<file path="src/rtl/pwm_pkg.sv">
// ============================================================================
// Module : pwm_pkg
// Shared widths, constants and the duty compare rule for the PWM output block.
// Rev    : 1.0
// ============================================================================
`default_nettype none

package pwm_pkg;

  localparam int PWM_CNT_W = 8;
  localparam int NUM_CH    = 16;

  typedef logic [PWM_CNT_W-1:0] pwm_cnt_t;
  typedef logic [NUM_CH-1:0]    ch_vec_t;

  localparam pwm_cnt_t DUTY_FULL = 8'hFF;

  // Full-scale duty is forced high so 0xFF really means 100%, not 255/256.
  function automatic logic pwm_compare(input pwm_cnt_t cnt, input pwm_cnt_t duty);
    return (duty == DUTY_FULL) || (cnt < duty);
  endfunction

endpackage

`default_nettype wire

</file>
<file path="src/rtl/pwm_prescaler.sv">
// ============================================================================
// Module : pwm_prescaler
// Divides clk by CLK_DIV and emits a one-cycle tick on the last count.
// Rev    : 1.0
// ============================================================================
`default_nettype none

module pwm_prescaler #(
  parameter int CLK_DIV = 3000
) (
  input  logic clk,
  input  logic rst_n,
  output logic tick
);

  localparam int CNT_W = (CLK_DIV > 1) ? $clog2(CLK_DIV) : 1;
  localparam logic [CNT_W-1:0] CNT_LAST = CNT_W'(CLK_DIV - 1);

  logic [CNT_W-1:0] cnt_q;
  logic [CNT_W-1:0] cnt_d;

  always_comb begin
    tick  = (cnt_q == CNT_LAST);
    cnt_d = tick ? '0 : cnt_q + 1'b1;
  end

  always_ff @(posedge clk or negedge rst_n) begin
    if (!rst_n) begin
      cnt_q <= '0;
    end else begin
      cnt_q <= cnt_d;
    end
  end

endmodule

`default_nettype wire

</file>
<file path="src/rtl/pwm_output_ctrl.sv">
// ============================================================================
// Module : pwm_output_ctrl
// 16 registered outputs, each static-low, static-high or shared-PWM driven.
// Rev    : 1.0
// ============================================================================
`default_nettype none

module pwm_output_ctrl
  import pwm_pkg::*;
#(
  parameter int CLK_DIV = 3000
) (
  input  logic              clk,
  input  logic              rst_n,
  input  logic [7:0]        en_reg_out_7_0,
  input  logic [7:0]        en_reg_out_15_8,
  input  logic [7:0]        en_reg_pwm_7_0,
  input  logic [7:0]        en_reg_pwm_15_8,
  input  logic [7:0]        pwm_duty_cycle,
  output logic [NUM_CH-1:0] out,
  output logic              period_start
);

  logic     tick;
  logic     wrap;
  logic     pwm_sig;
  ch_vec_t  en_out;
  ch_vec_t  en_pwm;

  pwm_cnt_t pwm_cnt_q;
  pwm_cnt_t pwm_cnt_d;
  pwm_cnt_t duty_shadow_q;
  pwm_cnt_t duty_shadow_d;
  logic     period_start_q;
  logic     period_start_d;
  ch_vec_t  out_q;
  ch_vec_t  out_d;

  pwm_prescaler #(
    .CLK_DIV (CLK_DIV)
  ) u_prescaler (
    .clk   (clk),
    .rst_n (rst_n),
    .tick  (tick)
  );

  assign en_out = {en_reg_out_15_8, en_reg_out_7_0};
  assign en_pwm = {en_reg_pwm_15_8, en_reg_pwm_7_0};

  // The shadow only reloads at the wrap, so a period never sees a mid-way duty change.
  always_comb begin
    wrap           = tick && (pwm_cnt_q == DUTY_FULL);
    pwm_cnt_d      = tick ? pwm_cnt_q + 1'b1 : pwm_cnt_q;
    duty_shadow_d  = wrap ? pwm_duty_cycle : duty_shadow_q;
    period_start_d = wrap;
    pwm_sig        = pwm_compare(pwm_cnt_q, duty_shadow_q);
  end

  for (genvar i = 0; i < NUM_CH; i++) begin : g_ch
    assign out_d[i] = en_out[i] & (en_pwm[i] ? pwm_sig : 1'b1);
  end

  always_ff @(posedge clk or negedge rst_n) begin
    if (!rst_n) begin
      pwm_cnt_q      <= '0;
      duty_shadow_q  <= '0;
      period_start_q <= 1'b0;
      out_q          <= '0;
    end else begin
      pwm_cnt_q      <= pwm_cnt_d;
      duty_shadow_q  <= duty_shadow_d;
      period_start_q <= period_start_d;
      out_q          <= out_d;
    end
  end

  assign out          = out_q;
  assign period_start = period_start_q;

endmodule

`default_nettype wire
</file>
<file path="config.mk">
export PLATFORM = sky130hd
export DESIGN_NAME = pwm_output_ctrl
export DESIGN_NICKNAME = d
export VERILOG_FILES = /design/src/rtl/pwm_pkg.sv /design/src/rtl/pwm_prescaler.sv /design/src/rtl/pwm_output_ctrl.sv
export SDC_FILE = /design/constraint.sdc
export NUM_CORES = 1
export LEC_CHECK = 0
export ABC_AREA = 1
export CORE_ASPECT_RATIO = 0.7
export CORE_MARGIN = 2
export CORE_UTILIZATION = 40
export DETAILED_ROUTE_END_ITERATION = 7
export GPL_ROUTABILITY_DRIVEN = 0
export MAX_ROUTING_LAYER = met4
export PLACE_DENSITY = 0.77
export SETUP_SLACK_MARGIN = 0.4
export SYNTH_ARGS = -nofsm -noshare
export SYNTH_HDL_FRONTEND = slang
export SYNTH_SLANG_ARGS = --single-unit
</file>
<file path="constraint.sdc">
create_clock -name clk -period 1.95 [get_ports clk]
set_input_delay 0.195 -clock clk [delete_from_list [all_inputs] [get_ports clk]]
set_output_delay 0.195 -clock clk [all_outputs]
set_load 0.02 [all_outputs]
</file>
Word level (Yosys, flattened, before mapping)
Index checks and enable logic that the tools add are counted.
{"block": "op_classes", "addsub": 2, "order_cmp": 1, "eq_ne": 3, "mux": 17, "bitwise": 16, "reduce_logical": 2}
{"op": "$and 1x1->1", "n": 16}
{"op": "$eq 8x8->1 const B", "n": 2}
{"op": "$mux 1", "n": 16}
{"op": "$add 12x1->12 const B", "n": 1}
{"op": "$eq 12x12->1 const B", "n": 1}
{"op": "$mux 12", "n": 1}
{"op": "$add 8x1->8 const B", "n": 1}
{"op": "$lt 8x8->1", "n": 1}
{"op": "$logic_and 1x1->1", "n": 1}
{"op": "$logic_or 1x1->1", "n": 1}
{"block": "totals", "ff_bits": 45, "in_bits": 42}

Depth between registers and ports, before layout
{"block": "depth", "word_depth": 4, "depth_mapped": 12, "mapped_depth_nobuf": 11}

Cells and area by module
A second synthesis with hierarchy kept.
{"block": "unflattened", "hier_cells": 265, "area_unflattened_um2": 2257.2}
{"mod": "pwm_output_ctrl", "n_inst": 1, "cells_per_inst": 169, "area_each_um2": 1550.2}
{"mod": "pwm_prescaler", "n_inst": 1, "cells_per_inst": 96, "area_each_um2": 706.9}

Worst setup path before layout
No wires, ideal clock.
{"block": "synth_timing", "path_type": "register to register", "start": "register pwm_cnt_q[5]", "end": "register out_q[0] (netlist: out[0])", "t_arrival_ns": 1.485, "t_required_ns": 1.888, "slack_ns": 0.403, "path_stages_with_launch": 10, "n_path_buf": 1, "synth_period_minus_slack_ns": 1.547, "path_cell_list": "dfrtp_1 ha_1 a21oi_1 nor2_1 nor3_1 nand2_1 buf_4 nand3_1 nand2_1 inv_1"}
{"block": "synth_between", "elab_chain_len": 4}
{"element": "start, declared", "line": "pwm_output_ctrl.sv:30", "source": "pwm_cnt_t pwm_cnt_q;"}
{"element": "start signal, assigned", "line": "pwm_output_ctrl.sv:70", "source": "pwm_cnt_q <= pwm_cnt_d;"}
{"element": "$lt 8x8->1", "line": "pwm_pkg.sv:20", "source": "return (duty == DUTY_FULL) || (cnt < duty);"}
{"element": "$logic_or 1x1->1", "line": "pwm_pkg.sv:20"}
{"element": "$mux 1", "line": "pwm_output_ctrl.sv:60", "source": "assign out_d[i] = en_out[i] & (en_pwm[i] ? pwm_sig : 1'b1);"}
{"element": "$and 1x1->1", "line": "pwm_output_ctrl.sv:60"}
{"element": "named net out_d[0]", "line": "pwm_output_ctrl.sv:37", "source": "ch_vec_t out_d;"}
{"element": "end signal, assigned", "line": "pwm_output_ctrl.sv:73", "source": "out_q <= out_d;"}
{"element": "end, declared", "line": "pwm_output_ctrl.sv:36", "source": "ch_vec_t out_q;"}
The timed path passes the listed nets, and every way through them passes these cells.
A chain may end at the register's enable or synchronous reset.

Worst setup path in the final report
{"block": "layout_timing", "start": "register pwm_cnt_q[6]", "end": "register out_q[7] (netlist: out[7])"}
The elaborated chain is that of the path after synthesis.

==> reports/results.ini <==
[outcome]
status=finished clean

[global_routing]
grt_max_degree=29
grt_pass1_vias=1700
grt_usage_pct=16.4
antenna_found_initial=0
grt_overflow_total=0
grt_first_pass_wirelength_microns=7810

[layout]
final_cell_mix=clkdlybuf4s50_1 (57), nand2_1 (53), inv_1 (48)
antennaDiodeCount=0
mostFrequentLayoutCell=clkdlybuf4s50_1
synthToLayoutAreaGrowth_pct=48.2
drive_gt1_share_pct=22.4
stdcell_count=411
fin_nets=389
fillers=430

[route]
first_pass_iters=4
wl_microns=5490
drc=0
wl_per_cell_microns=13.3
vias=1900
ant_nets=0
drt-vias-per-instance=4.62
first_iter_violations=171

[setup_path]
required_ns=2.19
worstSetupPathType=reg -> reg
critical_path.startpoint=pwm_cnt_q[6]$_DFFE_PN0N_
r2r-start=pwm_cnt_q[6]$_DFFE_PN0N_
path_max_fanout=8
end_kind=flop
start_kind=flop
worst_ep_arrival_time_ns=1.89

[placement]
io_buffers=58
hpwl_microns=3590
place_inst=391

[yosys]
yosysTopAreaCellShare_pct=50.2
synth_top_cells_by_area=dfrtp_1 (50%), nand2_1 (11%), inv_1 (8.7%)
netlist_area_sq_um=2240
ys_types=22
synth-seq-area-share_pct=50.2
synth-seq-cells=45
syn-num-nets=312
synth_area_leader_cell=dfrtp_1
yosysWarnings=0
syn_inst=261
postSynthAreaPerCell_sq_um=8.60

[die]
row_count=22
core_area_sq_um=5310
die-area_sq_um=6240
io_pins=59
die_w_microns=93.5
start_util_pct=42.3
die_height_microns=66.7

[sta]
finalCritPeriodShare_pct=84.7
period_needed_ns=1.65
tns_ns=0
hold_viol_final=0
rsz0062_at_grt=true
tightestPinTransition_ns=0.651
skew_ns=0.00379
fmax_mhz=606
setup_viol=0
slew_violations=0
relSlewSlack_pct=56.6

[power]
vdd_drop_max_mv=0.261
leakagePower_nw=1.66
p_per_area_nw_per_um2=508

[clocking]
clk_latency_ns=0.29
clkTransAtPathRegs_ns=0.08
clkSinkCount=45
clock_path_buffers=2
cts_tree=built
cts-root-buf=clkbuf_8
cts-buffers-inserted=5
htree_num_levels=2

[job]
drv_cap=0

[worst_hold_path]
min_from=en_reg_out_15_8[5]
hold_class=in -> reg

==> state kept, by name (all words and copies together), names as in the netlist <==
name,cells
duty_shadow_q,8
out,16
period_start,1
pwm_cnt_q,8
u_prescaler.cnt_q,12
==> cells by family after synthesis <==
kind of cell             after synthesis  synth area share (%)
XOR/XNOR                              12                  4.68
AND/OR/NAND/NOR                      118                  24.1
adder cells (fa/ha/maj)                9                  5.02
AO/OA/AOI/OAI                         18                  5.35
buffers and inverters                 59                  10.7
flip-flops                            45                  50.2
==> layout make-up <==
class | count | area, sq um | share of cell area [%]
clock inverter | 2 | 10.0 | 0.301
timing repair buffer | 74 | 762 | 22.9
sequential | 45 | 1130 | 34.0
clock buffer | 6 | 72.6 | 2.18
multi-input combinational | 157 | 1050 | 31.7
inverter | 55 | 209 | 6.28
tap | 72 | 90.1 | 2.71
==> power by group <==
part / switching, mW / internal (mW)
Clock: 0.304 / 0.249
Combinational: 0.0747 / 0.110
Sequential: 0.00464 / 0.949
==> worst paths after layout <==
path	end	slack, ns	cells after the start
max	out[7]$_DFF_PN0_	0.30	9
min	out[13]$_DFF_PN0_	0.41	3
max reg2reg	out[7]$_DFF_PN0_	0.30	9
min reg2reg	u_prescaler.cnt_q[9]$_DFF_PN0_	0.50	1
max in group asynchronous	pwm_cnt_q[6]$_DFFE_PN0N_	0.89	3
min in group asynchronous	u_prescaler.cnt_q[1]$_DFF_PN0_	0.46	2
==> per-stage QoR <==
step / hold WS (ns) / util (%) / cell area (sq um) / total power, mW / worst slack, ns
2_1_floorplan: -0.101 / - / 2240 / 1.01 / 0.403
3_3_place_gp: 0.250 / 54.7 / 2910 / 1.15 / 0.199
3_5_place_dp: 0.254 / 54.7 / 2910 / 1.15 / 0.106
4_1_cts: 0.414 / 57.7 / 3060 / 1.71 / 0.349
5_1_grt: 0.421 / 62.6 / 3330 / 1.77 / 0.179
6_report: 0.413 / 62.6 / 3330 / 1.69 / 0.299
==> worst max-delay path, cell delays in order (launching register included) <==
cell and delay (ns):
dfrtp_2 0.45, ha_1 0.31, nand2_2 0.09, nor2_2 0.05, nor3_2 0.17, nand2_2 0.12, clkbuf_16 0.18, nand3_1 0.08
nand2_1 0.08, inv_1 0.06
==> cell usage after synthesis (all sizes together) <==
cell and number:
a21oi 5, nand2 67, xnor2 3, nand4 3, nand3 24, dfrtp 45
inv 55, o21ai 13, xor2 9, nor3 9, buf 4, nor2 14
nor4 1, ha 9
==> metal layers <==
metal  global-route usage, %  vias up  part of all wire, %
li1                        -      953                    -
met1                    23.9      892                   47
met2                    24.0       46                   47
met3                    2.60        9                  4.0
met4                    4.53        0                  1.5
met5                       -        -                    0
==> repair_timing <==
item,in CTS,in global routing
setup endpoints to repair,24,33
gates resized for setup,2,43
hold buffers,1,0
pin swaps,1,11
gates cloned,0,2
endpoints found under the hold margin,26,0
buffers inserted,4,5
No activity file was read; power rests on OpenSTA's default activity.
